$ cat src/rtl/uart_tx_arbiter.sv
// Round-robin arbiter that lets four requesters share one uart_transmitter.
// Optional busy-wait timeout is built only when UART_ARB_TIMEOUT_EN is defined.
module uart_tx_arbiter #(
    parameter int TIMEOUT_CYCLES = 1024
) (
    input  logic        clk,
    input  logic        reset,
    input  logic [3:0]  req,
    input  logic [31:0] req_data,
    output logic [3:0]  gnt,
    output logic [3:0]  done,
    output logic        err,
    output logic [7:0]  Tx_DATA,
    output logic        Tx_WR,
    output logic        Tx_EN,
    input  logic        Tx_BUSY
);

    typedef enum logic [1:0] {
        IDLE      = 2'd0,
        LOAD      = 2'd1,
        WAIT_BUSY = 2'd2,
        WAIT_DONE = 2'd3
    } state_t;

    state_t      state, state_nxt;
    logic [1:0]  last, last_nxt;
    logic [1:0]  owner, owner_nxt;
    logic [7:0]  data, data_nxt;
    logic [1:0]  winner;
    logic        timeout;

    logic [3:0]  gnt_nxt, done_nxt;
    logic        err_nxt, wr_nxt, en_nxt;
    logic [7:0]  tx_data_nxt;

    // Search order starts just after the last owner, so every requester waits at most three frames.
    always_comb begin
        logic       found;
        logic [1:0] idx;
        winner = last;
        found  = 1'b0;
        for (int k = 1; k <= 4; k++) begin
            idx = last + 2'(k);
            if (!found && req[idx]) begin
                winner = idx;
                found  = 1'b1;
            end
        end
    end

`ifdef UART_ARB_TIMEOUT_EN
    localparam int CW = $clog2(TIMEOUT_CYCLES + 1);

    logic [CW-1:0] cnt;

    assign timeout = (cnt == CW'(TIMEOUT_CYCLES - 1));

    // Restarts on every state entry, so WAIT_BUSY and WAIT_DONE each get a full budget.
    always_ff @(posedge clk or posedge reset) begin
        if (reset) begin
            cnt <= '0;
        end else if (state_nxt != state) begin
            cnt <= '0;
        end else if (state == WAIT_BUSY || state == WAIT_DONE) begin
            cnt <= cnt + CW'(1);
        end else begin
            cnt <= '0;
        end
    end
`else
    assign timeout = (TIMEOUT_CYCLES == 0) && 1'b0;
`endif

    always_comb begin
        state_nxt = state;
        last_nxt  = last;
        owner_nxt = owner;
        data_nxt  = data;
        gnt_nxt   = 4'b0000;
        done_nxt  = 4'b0000;
        err_nxt   = 1'b0;
        wr_nxt    = 1'b0;

        case (state)
            IDLE: begin
                if (|req) begin
                    owner_nxt = winner;
                    data_nxt  = req_data[{winner, 3'b000} +: 8];
                    gnt_nxt   = 4'b0001 << winner;
                    state_nxt = LOAD;
                end
            end
            LOAD: begin
                wr_nxt    = 1'b1;
                state_nxt = WAIT_BUSY;
            end
            // A real response from the transmitter wins over a timeout landing on the same cycle.
            WAIT_BUSY: begin
                if (Tx_BUSY) begin
                    state_nxt = WAIT_DONE;
                end else if (timeout) begin
                    err_nxt   = 1'b1;
                    last_nxt  = owner;
                    state_nxt = IDLE;
                end
            end
            WAIT_DONE: begin
                if (!Tx_BUSY) begin
                    done_nxt  = 4'b0001 << owner;
                    last_nxt  = owner;
                    state_nxt = IDLE;
                end else if (timeout) begin
                    err_nxt   = 1'b1;
                    last_nxt  = owner;
                    state_nxt = IDLE;
                end
            end
            default: state_nxt = IDLE;
        endcase

        en_nxt      = (state_nxt != IDLE);
        tx_data_nxt = en_nxt ? data_nxt : 8'h00;
    end

    always_ff @(posedge clk or posedge reset) begin
        if (reset) begin
            state   <= IDLE;
            last    <= 2'd3;
            owner   <= 2'd0;
            data    <= 8'h00;
            gnt     <= 4'b0000;
            done    <= 4'b0000;
            err     <= 1'b0;
            Tx_WR   <= 1'b0;
            Tx_EN   <= 1'b0;
            Tx_DATA <= 8'h00;
        end else begin
            state   <= state_nxt;
            last    <= last_nxt;
            owner   <= owner_nxt;
            data    <= data_nxt;
            gnt     <= gnt_nxt;
            done    <= done_nxt;
            err     <= err_nxt;
            Tx_WR   <= wr_nxt;
            Tx_EN   <= en_nxt;
            Tx_DATA <= tx_data_nxt;
        end
    end

endmodule

$ cat config.mk
export PLATFORM = sky130hd
export DESIGN_NAME = uart_tx_arbiter
export DESIGN_NICKNAME = d
export VERILOG_FILES = /design/src/rtl/uart_tx_arbiter.sv
export SDC_FILE = /design/constraint.sdc
export NUM_CORES = 1
export LEC_CHECK = 0
export CORE_ASPECT_RATIO = 2
export CORE_MARGIN = 2
export CORE_UTILIZATION = 46
export DETAILED_ROUTE_END_ITERATION = 16
export HOLD_SLACK_MARGIN = 0.03
export PLACE_DENSITY_LB_ADDON = 0.25
export SYNTH_ARGS = -nofsm -noshare
export SYNTH_HDL_FRONTEND = slang
export SYNTH_SLANG_ARGS = --single-unit
$ cat constraint.sdc
create_clock -name clk -period 5.4 [get_ports clk]
set_input_delay 0.81 -clock clk [delete_from_list [all_inputs] [get_ports clk]]
set_output_delay 0.81 -clock clk [all_outputs]
set_load 0.005 [all_outputs]
; ---- Word-level counts from Yosys, hierarchy flattened
; Index checks and enable logic that the tools add are counted.
[word_totals]
romBits = 0
wordCells = 61
latch_bits = 0
n_memories = 0
reg_bits = 32
ram_bits = 0
[classes]
n_div = 0
n_eq_ne = 3
addsub = 3
n_mux = 27
n_mul = 0
shift = 3
n_reduce_logical = 11
n_lt_le_gt_ge = 4
bitwise = 1
[ops]
columns = operator, n
row1 = indexed part select 32 x 6 -> 8 bit, 1
row2 = 2-to-1 mux 8 bit, 3
row3 = 2-to-1 mux 4 bit, 4
row4 = 2-to-1 mux 2 bit, 7
row5 = "less-than comparator 2 x 3 -> 1 bit, second input constant", 4
row6 = binary-select mux 1 bit (select 2 bit), 4
row7 = 2-to-1 mux 1 bit, 8
row8 = case mux 2 bit (4 select lines), 1
row9 = "left shift 1 x 2 -> 4 bit, first input constant", 2
row10 = "adder 2 bit, second input constant", 2
row11 = "equality test 2 bit, second input constant", 2
row12 = AND reduction 2 bit, 2
row13 = OR reduction 4 bit, 1
row14 = logical AND 1 bit, 3
row15 = logical NOT 1 bit, 3
row16 = "adder 2 x 1 -> 2 bit, second input constant", 1
row17 = "equality test 2 x 1 -> 1 bit, second input constant", 1
row18 = logical NOT 2 bit, 1
row19 = nonzero test 2 bit, 1
row20 = NOT 1 bit, 1

; ---- Longest topological paths before layout
[logic_depth]
word_depth = 17
mapped_depth = 7
ltp_nobuf = 5

; ---- Worst setup path before layout
; Ideal clock, no wire load.
[synth_timing]
path_type = input -> register
startpoint = input port req[2]
endpoint = register Tx_DATA[5]
setup_ps = 142
n_path_buf = 1
slack_ps = 3387
required_time_ps = 5258
stages = 6
arrival_ps = 1871
path_cell_list = or2_2 -> a21boi_1 -> nor3_1 -> buf_2 -> mux2i_1 -> o221ai_1
[synth_between]
elab_chain_cells = 16
word_cells_on_any_way = 29
[synth_lines]
columns = item, line
row1 = from (decl), 8  ; input logic [3:0] req,
row2 = binary-select mux 1 bit (select 2 bit), 45  ; if (!found && req[idx]) begin
row3 = 2-to-1 mux 1 bit (implied by the code), 45
row4 = 2-to-1 mux 1 bit, 45
row5 = logical NOT 1 bit, 45
row6 = logical AND 1 bit, 45
row7 = 2-to-1 mux 1 bit, 45
row8 = logical NOT 1 bit, 45
row9 = logical AND 1 bit, 45
row10 = 2-to-1 mux 1 bit, 45
row11 = logical NOT 1 bit, 45
row12 = logical AND 1 bit, 45
row13 = 2-to-1 mux 2 bit, 45
row14 = indexed part select 32 x 6 -> 8 bit, 89  ; data_nxt = req_data[{winner, 3'b000} +: 8];
row15 = 2-to-1 mux 8 bit, 87  ; if (|req) begin
row16 = 2-to-1 mux 8 bit, 85  ; case (state)
row17 = 2-to-1 mux 8 bit (*), 123  ; tx_data_nxt = en_nxt ? data_nxt : 8'h00;
row18 = net tx_data_nxt[5], 35  ; logic [7:0] tx_data_nxt;
row19 = to (signal assigned), 148  ; Tx_DATA <= tx_data_nxt;
row20 = to (decl), 13  ; output logic [7:0] Tx_DATA,
; The timed path passes the listed nets; every way through them passes the cells marked *. The select of a mux whose other input is x is not followed.
; A chain may end at the register's enable or synchronous reset.

; ---- Worst setup path after layout
[layout_timing]
startpoint = input port req[3]
endpoint = register Tx_DATA[4]
; Same word-level chain as after synthesis.

==> impl_metrics.yaml <==
placement:
  gp_congestion: 0.780
  dp_cells: 214
  post-place-ws_ps: 1940
  portBuffers: 56
  placed_area_sq_mm: 0.00202
  hpwlAfterDp_mm: 2.45
global_routing:
  grt_start_max_net_pins: 33
  grt_first_pass_wirelength_mm: 5.57
  first_global_vias: 1258
  gr-total-overflow: 0
  grt_use_total: 0.199
  antenna_found_initial: 0
floorplanning:
  die_h_microns: 84.0
  start_util: 0.471
  core_area_sq_mm: 0.00312
  die_area_sq_mm: 0.00369
  ios: 58
  rows: 29
  die_w_microns: 44.0
critical_path:
  cp_max_fo: 18
  r2r-start: "last[0]$_DFFE_PP1P_"
  path_delay_family: "compound AO/OA/AOI/OAI gates"
  r2r_slack_ps: 3390
  cp-start-kind: "primary input"
  r2r-end: "Tx_DATA[4]$_DFF_PP0_"
  crit_arrival_ps: 3320
  critPathRequiredTime_ps: 5520
  crit_chain: "clkdlybuf4s50_1 -> o41ai_2 -> nand2b_1 -> o221ai_1"
  critPathBufInv: 1
  crit_path_end_kind: "flop"
  critPathKind: "in -> reg"
  cp_slowest_cell: "o41ai_2"
  rr_worst_depth: 5
  slowest_delay_ps: 1100
route:
  drc_errors: 0
  drt_iter0_drc: 43
  wl_per_cell_microns: 14.9
  ant_nets: 0
  wirelength_mm: 3.30
  vias: 1254
  firstDrtPassIters: 4
  routed_via_density: 5.65
flow_run:
  cap_violations: 0
timing:
  fin_crit_ps: 3200
  hold_viol: 0
  clock_skew_ps: 6.02
  fin_ws_ps: 2200
  finalSetupTns_ps: 0
  hold_ws_ps: 476
  rsz0062_at_grt: "false"
  tightest_slew_ps: 1200
  slew_violations: 0
  period_share: 0.592
  fmax_ghz: 0.313
  setup_viol: 0
  max_slew_margin: 0.189
hold_path:
  hold_end: "Tx_WR$_DFF_PP0_"
  holdCritStartpoint: "state[1]$_DFF_PP0_"
  hold_class: "reg -> reg"
  min_delay_path_depth: 1
synth:
  synth.area.top_cells: "dfrtp_1 (51%), mux2i_1 (11%), o221ai_1 (8.3%)"
  synth_area_leader_cell: "dfrtp_1"
  netlist.area_leader.share: 0.511
  synth_warnings: 0
  ys_seq_area_frac: 0.546
  syn_inst: 134
  ys_ff_latch: 32
  synth_nets: 173
  ys_types: 27
  syn_avg_cell_area_sq_um: 11.0
  post_synth_instance_area_sq_mm: 0.00147
clock_network:
  root_buffer: "clkbuf_8"
  cts_resized: 0
  cts-htree-levels: 2
  clkTransAtPathRegs_ps: 70
  clock-sinks: 32
  ctsHoldBuffers: 0
  cts_tree: "yes"
  post-cts-setup-buffer-count: 0
  clkLatencyLatePin_ps: 280
  numCtsBuffers: 5
  ctsLongestPathBuffers: 2
power:
  peakVddDrop_mv: 0.376
  p_seq_frac: 0.375
  sw_frac_of_total: 0.334
  internal-power_mw: 0.688
  p_per_area_mw_per_mm2: 483
  combPwrFrac: 0.409
  power.switching_mw: 0.344
  clkPwrFrac: 0.216
  power.leakage_nw: 0.956
final_layout:
  finalNetCount: 229
  final_cells: 222
  drive_above_1_share: 0.0890
  final_area_sq_mm: 0.00213
  diodes: 0
  num-fill-cells: 250
  area_delta_synth_final_pct: 45.2
run_status:
  status: "finished, final reports clean"
-- power by group through the flow --
stage          Combinational [mW]  Sequential, mW  Clock [mW]
2_1_floorplan               0.267           0.382           0
3_3_place_gp                0.405           0.387           0
3_5_place_dp                0.420           0.391           0
6_report                    0.422           0.387       0.223
4_1_cts                     0.425           0.387       0.225
5_1_grt                     0.467           0.396       0.237
-- through the flow --
step / util / power (mW)
final: 0.684 / 1.03
after global placement: 0.648 / 0.792
after global routing: 0.684 / 1.10
after CTS: 0.684 / 1.04
after detailed placement: 0.648 / 0.811
after floorplan: - / 0.650
-- cell type report --
type                            instances  area, sq um  share of cell area
Clock buffer                            5         68.8              0.0322
Multi-Input combinational cell         92          606               0.284
Inverter                                2         7.51             0.00352
Clock inverter                          3         42.5              0.0199
Tap cell                               31         38.8              0.0182
Timing Repair Buffer                   57          568               0.266
Sequential cell                        32          803               0.376
-- sequential cells by signal (all words and copies together) (netlist names) --
register	count
done	4
Tx_EN	1
Tx_WR	1
last	2
data	8
owner	2
gnt	4
Tx_DATA	8
state	2
-- synth_stat cells, drive strengths merged --
master	count
nor2b	2
inv	2
o221ai	16
o21ai	4
nor3b	1
conb	1
o41ai	1
a21oi	2
mux2i	16
nor4	1
nor3	2
clkbuf	1
dfrtp	30
nand2b	4
nand2	29
buf	7
or2	3
and3	1
a21boi	1
nor2	7
dfstp	2
a211o	1
-- routing by layer --
layer | share of wire | GRT usage
met5 | 0 | 0
met2 | 0.58 | 0.358
met4 | 0.018 | 0.0744
met3 | 0.043 | 0.0390
met1 | 0.36 | 0.217
-- cell families (layout without fill, tap and decap cells) --
logic type      Yosys count  count (layout)  share of synthesized area
simple gates             50              50                      0.151
flops                    32              32                      0.546
other cells               1               1                    0.00255
mux                      16              16                      0.109
compound gates           25              25                      0.146
buf+inv                  10              67                     0.0451
-- layout by cell type, fill, tap and decap left out, types with 2 or more instances in the layout --
master,n
o21ai_0,2
a21oi_1,2
inv_1,2
or2_2,2
nand2b_1,4
o21ai_1,2
o221ai_2,2
clkdlybuf4s50_1,56
nand2_1,29
nor2b_1,2
dfstp_2,2
dfrtp_1,30
mux2i_1,16
nor2_1,7
clkbuf_8,5
o221ai_1,14
-- worst max path at each step --
stage          cells past startpoint    from              endpoint  slack, ps
6_report                           4  req[3]  Tx_DATA[4]$_DFF_PP0_       2200
5_1_grt                            4  req[3]     data[7]$_DFF_PP0_       2000
4_1_cts                            4  req[3]  Tx_DATA[6]$_DFF_PP0_       2220
3_5_place_dp                       4  req[3]  Tx_DATA[6]$_DFF_PP0_       1940
3_3_place_gp                       4  req[3]  Tx_DATA[6]$_DFF_PP0_       2090
2_1_floorplan                      6  req[2]  Tx_DATA[5]$_DFF_PP0_       3390
Note: power is estimated with default switching activity, not from simulation.
